`src/rtl/sync_pix_counter_if.sv`:
```
// Count strobe and registered timing outputs of one sync/pixel counter stage.
// ENABLE is a plain strobe with no back-pressure; the outputs are valid every cycle.
interface sync_pix_counter_if #(
   parameter int Size        = 10,
   parameter int AddressSize = 10
);
   logic                   ENABLE;
   logic                   TRIGGER_OUT;
   logic [Size-1:0]        TIME_COUNT;
   logic [AddressSize-1:0] PIXCOUNT;

   modport master (
      output ENABLE,
      input  TRIGGER_OUT,
      input  TIME_COUNT,
      input  PIXCOUNT
   );

   modport slave (
      input  ENABLE,
      output TRIGGER_OUT,
      output TIME_COUNT,
      output PIXCOUNT
   );
endinterface

```
`src/rtl/sync_pix_counter.sv`:
```
// Modulo-(MaxValue+1) sync-time counter with a one-cycle wrap trigger and a pixel
// address counter that runs only inside the visible window [BackPorchEnd, DisplayEnd).
module sync_pix_counter #(
   parameter int Size                 = 10,
   parameter int MaxValue             = 799,
   parameter int AddressSize          = 10,
   parameter int TimeToBackPorchEnd   = 143,
   parameter int TimeToDisplayTimeEnd = 783
) (
   input  logic                CLK,
   input  logic                RESET,
   sync_pix_counter_if.slave   bus
);

   localparam logic [Size-1:0] MAX_C = Size'(MaxValue);
   localparam logic [Size-1:0] BP_C  = Size'(TimeToBackPorchEnd);
   localparam logic [Size-1:0] DE_C  = Size'(TimeToDisplayTimeEnd);

   logic [Size-1:0]        time_q, time_d;
   logic                   trig_q, trig_d;
   logic [AddressSize-1:0] pix_q, pix_d;
   logic                   at_max;
   logic                   in_window;

   // Window test uses the pre-edge time, so PIXCOUNT lags TIME_COUNT-BackPorchEnd by zero.
   always_comb begin
      at_max    = (time_q == MAX_C);
      in_window = (time_q >= BP_C) && (time_q < DE_C);
      time_d    = time_q;
      pix_d     = pix_q;
      trig_d    = 1'b0;
      if (bus.ENABLE) begin
         trig_d = at_max;
         time_d = at_max ? '0 : time_q + 1'b1;
         pix_d  = in_window ? pix_q + 1'b1 : '0;
      end
   end

   always_ff @(posedge CLK or posedge RESET) begin
      if (RESET) begin
         time_q <= '0;
         trig_q <= 1'b0;
         pix_q  <= '0;
      end else begin
         time_q <= time_d;
         trig_q <= trig_d;
         pix_q  <= pix_d;
      end
   end

   assign bus.TIME_COUNT  = time_q;
   assign bus.TRIGGER_OUT = trig_q;
   assign bus.PIXCOUNT    = pix_q;

endmodule

```
`src/flat_wrapper.sv`:
```
// flat-port wrapper written by rule: the top's interface ports become plain ports
module sync_pix_counter_flat 
#(
   parameter int Size                 = 10,
   parameter int MaxValue             = 799,
   parameter int AddressSize          = 10,
   parameter int TimeToBackPorchEnd   = 143,
   parameter int TimeToDisplayTimeEnd = 783
)
  (CLK, RESET, bus_ENABLE, bus_TRIGGER_OUT, bus_TIME_COUNT, bus_PIXCOUNT);
  sync_pix_counter_if #(.Size(Size), .AddressSize(AddressSize)) bus_i ();
  input  logic CLK;
  input  logic RESET;
  input wire logic [$bits(bus_i.ENABLE)-1:0] bus_ENABLE;
  output wire logic [$bits(bus_i.TRIGGER_OUT)-1:0] bus_TRIGGER_OUT;
  output wire logic [$bits(bus_i.TIME_COUNT)-1:0] bus_TIME_COUNT;
  output wire logic [$bits(bus_i.PIXCOUNT)-1:0] bus_PIXCOUNT;
  assign bus_i.ENABLE = bus_ENABLE;
  assign bus_TRIGGER_OUT = bus_i.TRIGGER_OUT;
  assign bus_TIME_COUNT = bus_i.TIME_COUNT;
  assign bus_PIXCOUNT = bus_i.PIXCOUNT;
  sync_pix_counter #(.Size(Size), .MaxValue(MaxValue), .AddressSize(AddressSize), .TimeToBackPorchEnd(TimeToBackPorchEnd), .TimeToDisplayTimeEnd(TimeToDisplayTimeEnd)) u_core (.CLK(CLK), .RESET(RESET), .bus(bus_i));
endmodule
```
`config.mk`:
```
export PLATFORM = sky130hd
export DESIGN_NAME = sync_pix_counter_flat
export DESIGN_NICKNAME = d
export VERILOG_FILES = /design/src/rtl/sync_pix_counter_if.sv /design/src/rtl/sync_pix_counter.sv /design/src/flat_wrapper.sv
export SDC_FILE = /design/constraint.sdc
export NUM_CORES = 1
export LEC_CHECK = 0
export ABC_AREA = 0
export BUFFER_PORTS_ARGS = -buffer_cell sky130_fd_sc_hd__buf_2
export CORE_AREA = 2 2 52 54
export DETAILED_ROUTE_END_ITERATION = 10
export DIE_AREA = 0 0 54 56
export PLACE_DENSITY_LB_ADDON = 0.25
export SYNTH_ARGS = -nofsm -noshare
export SYNTH_HDL_FRONTEND = slang
export SYNTH_SLANG_ARGS = --single-unit
export TNS_END_PERCENT = 20
```
`constraint.sdc`:
```
create_clock -name CLK -period 2.15 [get_ports CLK]
set_input_delay 0.43 -clock CLK [delete_from_list [all_inputs] [get_ports CLK]]
set_output_delay 0.43 -clock CLK [all_outputs]
set_load 0.01 [all_outputs]
```
==> results.env, run 1 <==
OUTCOME='complete, no violations'
PIN_COUNT_OF_THE_BIGGEST_NET_ENTERING_GLOBAL_ROUTING=22
FP.DIEH_UM=56
YOSYSTOPAREACELLSHARE=0.5036
REGTOREGSETUPSLACK_NS=0.36
CRIT_PATH_REQUIRED_TIME_NS=2.33
GLOBALROUTETOTALUTIL=0.1547
WORST_HOLD_PATH_TYPE='in2async'
CAP_VIOLATIONS=0
REGTOREGSTARTPOINT='u_core.bus.TIME_COUNT[0]$_DFFE_PP0P_'
DR_ITER_0_VIOLS=10
DIE_WIDTH_UM=54
CORE_AREA_UM2=2432
SYNTH.DISTINCT_CELLS=25
SYNTH.NET_COUNT=112
FINAL_MAX_TRAN_VIOLS=0
FINALNETCOUNT=138
NETLIST.TOP_CELL.BY_AREA='sky130_fd_sc_hd__dfrtp_1'
POWERDENSITY_nW_PER_UM2=807.0
BOUNDARYPINS=24
SLEW_HEADROOM=0.4746
TRITONCTS='built'
YOSYSSEQAREASHARE=0.5036
POST_ROUTE_CELLS_DRIVE_ABOVE_1_SHARE=0.2879
MAPPEDNETLISTAREA_UM2=1044
SYNTH_TOP_FAMILY_BY_AREA='simple AND/OR/NAND/NOR gates'
SYNTH.AVG_CELL_AREA_UM2=9.752
GRT_FIRST_PASS_WIRELENGTH_MM=3.525
CTS_MAX_LEVEL=1
INITIAL_UTILIZATION=0.4290
PLACEMENTROWS=18
CTS_INSERTED_BUFFERS=3
NUMBER_OF_DETAILED_ROUTE_ITERATIONS_IN_THE_FIRST_PASS=4
FINALCLOCKSKEW_NS=0.006080
SYNTH_MUX_AREA_FRAC=0.02038
SYNTH.YOSYS.WARNINGS=0
SYNTH.TOP_CELLS.BY_AREA='sky130_fd_sc_hd__dfrtp_1, sky130_fd_sc_hd__xor2_1, sky130_fd_sc_hd__xnor2_1'
HPWL_MM=1.498
REG2REGPATHDEPTH=6
FINAL.PERIOD_UTILIZATION=0.8309
WL_PER_CELL_UM=12.62
FINAL_CORE_UTIL=0.4995
FMAX_GHz=0.5597
DIE_AREA_UM2=3024
COUNT_OF_FILLER_CELLS_INSERTED_IN_THE_LAYOUT=244
LEADING_CELL_TYPE_IN_THE_LAYOUT_FILL_AND_TAPS_EXCLUDED='sky130_fd_sc_hd__buf_2'
SYNTH_COMPOUND_AREA_FRAC=0.05276
TIGHTESTPINTRANSITION_NS=0.7872
SYNTHADDERAREAFRAC=0.02398
GRT_PASS1_VIAS=831
IO_BUFFER_COUNT=23
SYNTH_ENABLE_FLOP_CELLS=0
VIA_PER_INST=4.994
TOTALWIRELENGTH_MM=2.045
FINAL_CELL_MIX='sky130_fd_sc_hd__buf_2, sky130_fd_sc_hd__dfrtp_1, sky130_fd_sc_hd__nor2_1, sky130_fd_sc_hd__nand2_1, sky130_fd_sc_hd__xor2_1'
PARITY_GATE_SHARE_OF_THE_SYNTHESIZED_AREA_COUNTING_XOR_AND_XNOR_CELLS=0.1175
IR_DROP_mV=0.5383
SEQCELLAREA_UM2=525.5
PATH_MAX_FANOUT=7
SYN-INSTANCE-COUNT=107
NUM_ANTENNA_CELLS=0
GLOBALROUTE.TOTALOVERFLOW=0
POST_SYNTH_AND_OR_NAND_NOR_AREA_FRACTION=0.2458
FINAL-SETUP-VIOL-COUNT=0
CRITPATHKIND='reg2reg'
FLOW.AREA_GROWTH_FROM_SYNTHESIS_PCT=16.43
ANT_NETS=0
SYNTH.FF_LATCH_COUNT=21
CRITICAL_PATH.REG2REG.ENDPOINT='u_core.bus.PIXCOUNT[7]$_DFFE_PP0P_'
ROUTABILITY_DRIVEN_PLACEMENT_CONGESTION_RATIO=0.7334
YS_ASYNC_SR_FRACTION=1.000
CLK_TRANSITION_REPORTED_PATHS_NS=0.12
FINALSETUPTNS_NS=0
TIMING.CRITICAL_PATH.ARRIVAL_NS=1.97
CLOCK_LATENCY_NS=0.30
MULTIINPUTGATEAREA_UM2=483.0
HOLD_VIOLATIONS=0
LAYOUT_MIN_CYCLE_TIME_NS=1.787
POSTSYNTH.TOPFLOPCELL='sky130_fd_sc_hd__dfrtp_1'
ANTENNA_FOUND_INITIAL=0
CRITPATHCAPTURETYPE='flip-flop'
NUMBER_OF_SINKS_DRIVEN_BY_THE_CLOCK_TREE=21
VIAS=809
CLOCK_TREE.ROOT_CELL='sky130_fd_sc_hd__clkbuf_4'
CTS_MAX_PATH_BUFFERS=2
LEAKAGE_nW=0.6079
RSZ0062_AT_GRT='false'
DRC=0
WORSTSETUPSTARTPOINTTYPE='flip-flop'
-- cell type report --
class                      count  area share
sequential                    21      0.4325
multi-input combinational     78      0.3975
timing repair buffer          24      0.1009
tap                           30     0.03090
clock buffer                   3     0.01854
inverter                       5     0.01545
clock inverter                 1    0.004119
-- stage by stage --
stage / instances / power, mW / setup slack [ns] / cell area (um^2) / hold WS, ns
2_1_floorplan: 107 / 0.7044 / 0.4487 / 1044 / 0.4065
3_3_place_gp: 158 / 0.7980 / 0.2007 / 1185 / 0.5250
3_5_place_dp: 158 / 0.8031 / 0.1522 / 1185 / 0.5228
4_1_cts: 162 / 0.9928 / 0.1346 / 1212 / 0.2779
5_1_grt: 162 / 1.058 / 0.2253 / 1215 / 0.3133
6_report: 162 / 0.9804 / 0.3635 / 1215 / 0.2559
-- worst max-delay path, cell delays in order (launching register included) --
cell	delay, ns
sky130_fd_sc_hd__dfrtp_1	0.44
sky130_fd_sc_hd__ha_1	0.24
sky130_fd_sc_hd__and3_1	0.22
sky130_fd_sc_hd__o21ai_0	0.21
sky130_fd_sc_hd__a21oi_2	0.12
sky130_fd_sc_hd__nor2b_2	0.38
sky130_fd_sc_hd__nor2_2	0.08
-- kinds of logic after synthesis --
kind of cell | count (synthesis)
xor gates and xnor gates | 14
muxes | 2
AOI/OAI and AO/OA | 9
DFF | 21
buffers and inverters | 8
adders and majority gates | 2
and+or+nand+nor | 51
-- how the worst max path moves through the flow --
| stage | from | end | slack [ns] | cells after the start |
|---|---|---|---|---|
| after global placement | u_core.bus.TIME_COUNT[4]$_DFFE_PP0P_ | u_core.bus.PIXCOUNT[9]$_DFFE_PP0P_ | 0.20 | 5 |
| final | u_core.bus.TIME_COUNT[0]$_DFFE_PP0P_ | u_core.bus.PIXCOUNT[7]$_DFFE_PP0P_ | 0.36 | 6 |
| after detailed placement | u_core.bus.TIME_COUNT[0]$_DFFE_PP0P_ | u_core.bus.PIXCOUNT[7]$_DFFE_PP0P_ | 0.15 | 6 |
| after global routing | u_core.bus.TIME_COUNT[0]$_DFFE_PP0P_ | u_core.bus.PIXCOUNT[4]$_DFFE_PP0P_ | 0.23 | 6 |
| after CTS | u_core.bus.TIME_COUNT[0]$_DFFE_PP0P_ | u_core.bus.PIXCOUNT[7]$_DFFE_PP0P_ | 0.13 | 6 |
| after floorplan | u_core.bus.TIME_COUNT[0]$_DFFE_PP0P_ | u_core.bus.PIXCOUNT[4]$_DFFE_PP0P_ | 0.45 | 7 |
-- registers in the layout, indices dropped and copies added, names as in the netlist --
| signal | cells |
|---|---|
| u_core.bus.PIXCOUNT | 10 |
| u_core.bus.TRIGGER_OUT | 1 |
| u_core.bus.TIME_COUNT | 10 |
-- synthesized netlist by cell type (2+ instances only) --
| cell | n |
|---|---|
| sky130_fd_sc_hd__dfrtp_1 | 21 |
| sky130_fd_sc_hd__nor2_1 | 12 |
| sky130_fd_sc_hd__nand2_1 | 10 |
| sky130_fd_sc_hd__xor2_1 | 8 |
| sky130_fd_sc_hd__nand3_1 | 7 |
| sky130_fd_sc_hd__nor2_2 | 7 |
| sky130_fd_sc_hd__xnor2_1 | 6 |
| sky130_fd_sc_hd__and3_1 | 5 |
| sky130_fd_sc_hd__inv_1 | 5 |
| sky130_fd_sc_hd__nand4_1 | 5 |
| sky130_fd_sc_hd__o21ai_0 | 5 |
| sky130_fd_sc_hd__clkbuf_1 | 2 |
| sky130_fd_sc_hd__ha_1 | 2 |
-- metal layers --
metal,up-vias,GRT usage,routed length (um)
met5,-,0,0
met2,14,0.2631,989
met3,2,0.02419,71
met4,0,0.06429,18
li1,411,-,-
met1,382,0.1871,966
-- timing repair --
action | CTS | global route
gates resized for setup | 0 | 1
setup buffers | 0 | 0
hold buffers | 0 | 0
setup endpoints to repair | 0 | 4
-- power breakdown --
part | switching [mW] | total [mW] | internal (mW)
combinational | 0.136 | 0.258 | 0.122
clock | 0.115 | 0.184 | 0.0692
sequential | 0.0837 | 0.538 | 0.454
Note: power is estimated with default switching activity, not from simulation.
==> run 2, diff against run 1 <==
--- a/config.mk
+++ b/config.mk
@@ -5,11 +5,11 @@
 export SDC_FILE = /design/constraint.sdc
 export NUM_CORES = 1
 export LEC_CHECK = 0
-export ABC_AREA = 0
+export ABC_AREA = 1
 export BUFFER_PORTS_ARGS = -buffer_cell sky130_fd_sc_hd__buf_2
-export CORE_AREA = 2 2 52 54
+export CORE_AREA = 2 2 56 58
 export DETAILED_ROUTE_END_ITERATION = 10
-export DIE_AREA = 0 0 54 56
+export DIE_AREA = 0 0 58 60
 export PLACE_DENSITY_LB_ADDON = 0.25
 export SYNTH_ARGS = -nofsm -noshare
 export SYNTH_HDL_FRONTEND = slang
==> constraint.sdc (replaced) <==
create_clock -name CLK -period 1.7 [get_ports CLK]
set_input_delay 0.34 -clock CLK [delete_from_list [all_inputs] [get_ports CLK]]
set_output_delay 0.34 -clock CLK [all_outputs]
set_load 0.01 [all_outputs]
==> results.env, run 2 <==
FINALSETUPTNS_NS=0
SYNTH.NET_COUNT=160
CP_CELL_SEQUENCE='buf_2'
SYNTH.YOSYS.WARNINGS=0
PIN_COUNT_OF_THE_BIGGEST_NET_ENTERING_GLOBAL_ROUTING=22
INITIAL_UTILIZATION=0.4306
GLOBALROUTETOTALUTIL=0.1680
FP.DIEH_UM=60
SYNTH_ENABLE_FLOP_CELLS=0
WORST_HOLD_PATH_TYPE='in2async'
SYNTH.AVG_CELL_AREA_UM2=8.064
MAPPEDNETLISTAREA_UM2=1250
POST-CTS-SETUP-BUFFERS=0
GRT_FIRST_PASS_WIRELENGTH_MM=4.409
CTS_MAX_PATH_BUFFERS=2
SYNTH.TOP_CELLS.BY_AREA='sky130_fd_sc_hd__dfrtp_1, sky130_fd_sc_hd__nand2_1, sky130_fd_sc_hd__inv_1'
CRIT_PATH_REQUIRED_TIME_NS=1.36
TIGHTESTPINTRANSITION_NS=0.2958
ROUTABILITY_DRIVEN_PLACEMENT_CONGESTION_RATIO=0.7874
TIMING.CRITICAL_PATH.ARRIVAL_NS=1.04
DETAILEDPLACE.WORSTSLACK_NS=0.3440
CTS_INSERTED_BUFFERS=3
OUTCOME='complete, no violations'
FLOW.AREA_GROWTH_FROM_SYNTHESIS_PCT=14.41
CORE_AREA_UM2=2903
SYNTH.DISTINCT_CELLS=24
CRITPATHKIND='reg2out'
FINAL_CELL_MIX='sky130_fd_sc_hd__nand2_1, sky130_fd_sc_hd__inv_1, sky130_fd_sc_hd__buf_2, sky130_fd_sc_hd__dfrtp_1, sky130_fd_sc_hd__nand3_1'
CAP_VIOLATIONS=0
HOLD_VIOLATIONS=0
CRITICAL_PATH_BUF_INV_COUNT=1
CLK_TRANSITION_REPORTED_PATHS_NS=0.12
DR_ITER_0_VIOLS=81
FINAL.PERIOD_UTILIZATION=0.8092
TOTALWIRELENGTH_MM=2.557
ANT_NETS=0
YOSYSSEQAREASHARE=0.4204
PLACEMENTROWS=20
NUMBER_OF_DETAILED_ROUTE_ITERATIONS_IN_THE_FIRST_PASS=4
YOSYSTOPAREACELLSHARE=0.4204
PATH_MAX_FANOUT=8
NETLIST.TOP_CELL.BY_AREA='sky130_fd_sc_hd__dfrtp_1'
REGTOREGSETUPSLACK_NS=0.33
CRIT_SLOWEST_CELL='sky130_fd_sc_hd__dfrtp_1'
FINAL-SETUP-VIOL-COUNT=0
LEAKAGE_nW=0.7778
YS_ASYNC_SR_FRACTION=1.000
NUMBER_OF_SINKS_DRIVEN_BY_THE_CLOCK_TREE=21
VIA_PER_INST=5.117
CRITPATHCAPTURETYPE='primary output'
GLOBALROUTE.TOTALOVERFLOW=0
FINAL_MAX_TRAN_VIOLS=0
FINAL_CELL_AREA_UM2=1430
BOUNDARYPINS=24
DIE_WIDTH_UM=58
FINALCLOCKSKEW_NS=0.006060
WL_PER_CELL_UM=11.95
NUM_ANTENNA_CELLS=0
IO_BUFFER_COUNT=23
ANTENNA_FOUND_INITIAL=0
RSZ0062_AT_GRT='false'
CTS_REPAIR_RESIZE_COUNT=0
CTS_MAX_LEVEL=1
IR_DROP_mV=0.8335
LAYOUT_MIN_CYCLE_TIME_NS=1.376
DRC=0
CRITICAL_PATH.TOP_DELAY_FAMILY='flip-flops'
SYNTH.FF_LATCH_COUNT=21
PLACED_AREA_UM2=1404
POSTSYNTH.TOPFLOPCELL='sky130_fd_sc_hd__dfrtp_1'
POWERDENSITY_nW_PER_UM2=1193
SYNTH_COMMON_CELLS='sky130_fd_sc_hd__nand2_1, sky130_fd_sc_hd__inv_1, sky130_fd_sc_hd__dfrtp_1'
DIE_AREA_UM2=3480
CRIT_PATH_MAX_INCR_DELAY_NS=0.53
LEADING_CELL_TYPE_IN_THE_LAYOUT_FILL_AND_TAPS_EXCLUDED='sky130_fd_sc_hd__nand2_1'
VIAS=1095
GRT_PASS1_VIAS=974
TRITONCTS='built'
FINALNETCOUNT=187
CTS.HOLD.BUFFERS_ADDED=0
POST-SYNTH-TOP-COUNT-CELL='sky130_fd_sc_hd__nand2_1'
FMAX_GHz=0.7270
POST_ROUTE_CELLS_DRIVE_ABOVE_1_SHARE=0.2762
SYN-INSTANCE-COUNT=155
CLOCK_TREE.ROOT_CELL='sky130_fd_sc_hd__clkbuf_4'
CLOCK_LATENCY_NS=0.32
WORSTSETUPSTARTPOINTTYPE='flip-flop'
PNR_WORST_SETUP_SLACK_NS=0.3244
SLEW_HEADROOM=0.8028
HPWL_MM=1.929
run 2: cell types whose count changed after synthesis, sizes merged, moves of 5 or more:
| cell | change |
|---|---|
| nand3 | +7 |
| and3 | -5 |
| a21oi | +6 |
| nor2 | -6 |
| inv | +19 |
| nand2 | +33 |
run 2: metal layers:
layer | share of wire | track usage | vias up | wire length, um
li1 | - | - | 534 | -
met1 | 0.45 | 0.2244 | 525 | 1145
met2 | 0.48 | 0.2711 | 31 | 1221
met3 | 0.055 | 0.02165 | 5 | 140
met4 | 0.019 | 0.07973 | 0 | 49
met5 | 0 | 0 | - | 0
run 2: where the power goes:
group	switching, mW	leakage, nW	internal, mW	total (mW)
Combinational	0.367	0.511	0.274	0.641
Sequential	0.185	0.251	0.628	0.813
Clock	0.160	0.0150	0.0919	0.252
run 2: final timing paths:
check                                                      from                                    to  cells past startpoint
setup / recovery           u_core.bus.TIME_COUNT[5]$_DFFE_PP0P_                     bus_TIME_COUNT[5]                      1
hold / removal                                            RESET    u_core.bus.PIXCOUNT[9]$_DFFE_PP0P_                      3
setup reg to reg           u_core.bus.TIME_COUNT[0]$_DFFE_PP0P_    u_core.bus.PIXCOUNT[2]$_DFFE_PP0P_                      6
hold reg to reg              u_core.bus.PIXCOUNT[1]$_DFFE_PP0P_    u_core.bus.PIXCOUNT[1]$_DFFE_PP0P_                      2
max in group asynchronous                                 RESET  u_core.bus.TIME_COUNT[1]$_DFFE_PP0P_                      3
min in group CLK                                     bus_ENABLE  u_core.bus.TIME_COUNT[0]$_DFFE_PP0P_                      2
run 2: final cells by class:
class / count / area (um^2)
Fill cell: 301 / 1473
Multi-Input combinational cell: 104 / 605.6
Sequential cell: 21 / 525.5
Timing Repair Buffer: 25 / 130.1
Inverter: 27 / 101.3
Tap cell: 33 / 41.29
Clock buffer: 4 / 26.28
run 2: cells by family after synthesis:
kind of cell | synth area share
compound gates | 0.07808
xor+xnor | 0.07007
fa+ha+maj | 0.02002
simple gates | 0.3163
buf+inv | 0.09509
flops | 0.4204
run 2: stage by stage:
| step | utilization | hold WS [ns] | total power, mW | instances |
|---|---|---|---|---|
| 3_3_place_gp | 0.4836 | 0.3807 | 1.438 | 210 |
| 6_report | 0.4927 | 0.02506 | 1.706 | 214 |
| 5_1_grt | 0.4927 | 0.05399 | 1.841 | 214 |
| 2_1_floorplan | - | 0.3165 | 1.244 | 155 |
| 4_1_cts | 0.4927 | 0.03902 | 1.723 | 214 |
| 3_5_place_dp | 0.4836 | 0.3907 | 1.465 | 210 |
run 2: worst register-to-register path, delay by kind of cell (launching register included):
kind / cells / cell delay [ns]
AOI/OAI and AO/OA: 1 / 0.13
adders and majority gates: 1 / 0.25
DFF: 1 / 0.45
and+or+nand+nor: 4 / 0.49
==> run 3, diff against run 2 <==
==> constraint.sdc (replaced) <==
create_clock -name CLK -period 1.1 [get_ports CLK]
set_input_delay 0.22 -clock CLK [delete_from_list [all_inputs] [get_ports CLK]]
set_output_delay 0.22 -clock CLK [all_outputs]
set_load 0.01 [all_outputs]
==> results.env, run 3 (synthesis gave the netlist of run 2 again) <==
VIA_PER_INST=4.711
NUMBER_OF_DETAILED_ROUTE_ITERATIONS_IN_THE_FIRST_PASS=4
CLK_TRANSITION_REPORTED_PATHS_NS=0.12
ANTENNA_FOUND_INITIAL=0
NUMBER_OF_SINKS_DRIVEN_BY_THE_CLOCK_TREE=21
CRITPATHCAPTURETYPE='primary output'
POST_ROUTE_CELLS_DRIVE_ABOVE_1_SHARE=0.4319
FINAL_CELL_MIX='sky130_fd_sc_hd__nand2_1, sky130_fd_sc_hd__buf_6, sky130_fd_sc_hd__inv_1, sky130_fd_sc_hd__buf_4, sky130_fd_sc_hd__dfrtp_1'
CAP_VIOLATIONS=0
DIE_AREA_UM2=3480
HOLD_VIOLATIONS=0
FINALNETCOUNT=219
PIN_COUNT_OF_THE_BIGGEST_NET_ENTERING_GLOBAL_ROUTING=22
FINALCLOCKSKEW_NS=0.009067
CRITPATHKIND='reg2out'
CORE_AREA_UM2=2903
FINALSETUPTNS_NS=-3.735
DR_ITER_0_VIOLS=44
FINAL-SETUP-VIOL-COUNT=34
HOLD_PATH_CELL_CNT=3
VIAS=1159
GRT_PASS1_VIAS=1172
TIGHTESTPINTRANSITION_NS=0.2735
GRT_FIRST_PASS_WIRELENGTH_MM=5.030
FINAL.PERIOD_UTILIZATION=1.168
CRIT_PATH_MAX_INCR_DELAY_NS=0.41
GLOBALROUTETOTALUTIL=0.1914
POWERDENSITY_nW_PER_UM2=1815
CLOCK_TREE.ROOT_CELL='sky130_fd_sc_hd__clkbuf_4'
WORST_HOLD_PATH_TYPE='in2reg'
POWER_mW=3.411
LEAKAGE_nW=0.9693
PLACEMENTROWS=20
CRIT_PATH_REQUIRED_TIME_NS=0.88
REG2REGPATHDEPTH=6
PATH_MAX_FANOUT=2
WORSTSETUPSTARTPOINTTYPE='flip-flop'
IR_DROP_mV=1.635
OUTCOME='finished with violations'
PNR_WORST_SETUP_SLACK_NS=-0.1853
LEADING_CELL_TYPE_IN_THE_LAYOUT_FILL_AND_TAPS_EXCLUDED='sky130_fd_sc_hd__nand2_1'
FP.DIEH_UM=60
TRITONCTS='built'
FMAX_GHz=0.7780
TOTALWIRELENGTH_MM=2.884
CTS_MAX_PATH_BUFFERS=2
DRC=0
HPWL_MM=2.123
ANT_NETS=0
BOUNDARYPINS=24
SLEW_HEADROOM=0.8177
INITIAL_UTILIZATION=0.4306
IO_BUFFER_COUNT=23
FINAL_MAX_TRAN_VIOLS=0
CLOCK_LATENCY_NS=0.31
TIMING.CRITICAL_PATH.ARRIVAL_NS=1.07
CRIT_SLOWEST_CELL='sky130_fd_sc_hd__dfrtp_1'
LAYOUT_MIN_CYCLE_TIME_NS=1.285
PATH_COMMON_CELL='sky130_fd_sc_hd__buf_6'
GLOBALROUTE.TOTALOVERFLOW=0
WL_PER_CELL_UM=11.72
RSZ0062_AT_GRT='true'
CTS_MAX_LEVEL=1
CTS_INSERTED_BUFFERS=3
ROUTABILITY_DRIVEN_PLACEMENT_CONGESTION_RATIO=0.8300
CP_CELL_SEQUENCE='buf_6 > buf_12 > buf_6'
DETAILEDPLACE.WORSTSLACK_NS=-0.1635
VIOLATIONS='setup timing'
NUM_ANTENNA_CELLS=0
FLOW.AREA_GROWTH_FROM_SYNTHESIS_PCT=50.35
DIE_WIDTH_UM=58
run 3: cell count changes in the layout (fill, tap and decap cells not counted), moves of 2 or more:
cell	change
sky130_fd_sc_hd__buf_6	+26
sky130_fd_sc_hd__buf_4	+18
sky130_fd_sc_hd__buf_2	-14
sky130_fd_sc_hd__dfrtp_1	-3
sky130_fd_sc_hd__dfrtp_2	+3
sky130_fd_sc_hd__ha_1	-2
sky130_fd_sc_hd__nand3_1	-2
sky130_fd_sc_hd__nor2_4	+2
sky130_fd_sc_hd__nor3_1	-2
sky130_fd_sc_hd__nor3_2	+2
run 3: repair_timing:
| item | in CTS | in global routing |
|---|---|---|
| hold endpoints to repair | 21 | 0 |
| gates resized for setup | 26 | 10 |
| hold buffers | 1 | 0 |
| pin swaps | 1 | 7 |
| endpoints found under the setup margin | 37 | 39 |
| setup buffers | 7 | 0 |
run 3: final timing paths:
path                                                      start                                    to  slack [ns]
hold reg to reg              u_core.bus.PIXCOUNT[6]$_DFFE_PP0P_    u_core.bus.PIXCOUNT[6]$_DFFE_PP0P_        0.62
setup / recovery           u_core.bus.TIME_COUNT[8]$_DFFE_PP0P_                     bus_TIME_COUNT[8]       -0.19
max in group asynchronous                                 RESET  u_core.bus.TIME_COUNT[1]$_DFFE_PP0P_        0.40
min in group asynchronous                                 RESET    u_core.bus.PIXCOUNT[2]$_DFFE_PP0P_        0.46
hold / removal                                       bus_ENABLE  u_core.bus.TIME_COUNT[0]$_DFFE_PP0P_        0.32
setup reg to reg           u_core.bus.TIME_COUNT[0]$_DFFE_PP0P_    u_core.bus.PIXCOUNT[8]$_DFFE_PP0P_       -0.18
run 3: final cells by class:
cell class	count	area (um^2)
Multi-Input combinational cell	104	663.1
Timing Repair Buffer	57	518.0
Sequential cell	21	529.3
Clock buffer	4	26.28
Inverter	27	101.3
Fill cell	252	1023
Tap cell	33	41.29
run 3: layer usage:
layer / GRT usage / vias to the layer above / routed length (um)
met5: 0 / - / 0
met4: 0.08970 / 0 / 68
met3: 0.02165 / 9 / 111
met2: 0.3377 / 30 / 1450
met1: 0.2336 / 521 / 1253
li1: - / 599 / -
run 3: through the flow:
stage	area, um^2	hold WS (ns)	util	std cells
after floorplan	1272	0.1964	-	155
after detailed placement	1619	0.2705	0.5578	234
after global placement	1619	0.2661	0.5578	234
after global routing	1879	0.3349	0.6474	246
final	1879	0.3249	0.6474	246
after CTS	1838	0.2960	0.6332	246
run 3: worst max-delay path, delay by kind of cell, from the launching register on:
kind	cells	cell delay (ns)
DFF	1	0.41
buffers and inverters	3	0.35
run 3: where the power goes:
part / total, mW / leakage, nW / switching [mW] / internal [mW]
Combinational: 1.85 / 0.706 / 0.842 / 1.01
Clock: 0.381 / 0.0150 / 0.240 / 0.142
Sequential: 1.18 / 0.248 / 0.199 / 0.979
Total: 3.41 / 0.969 / 1.28 / 2.13
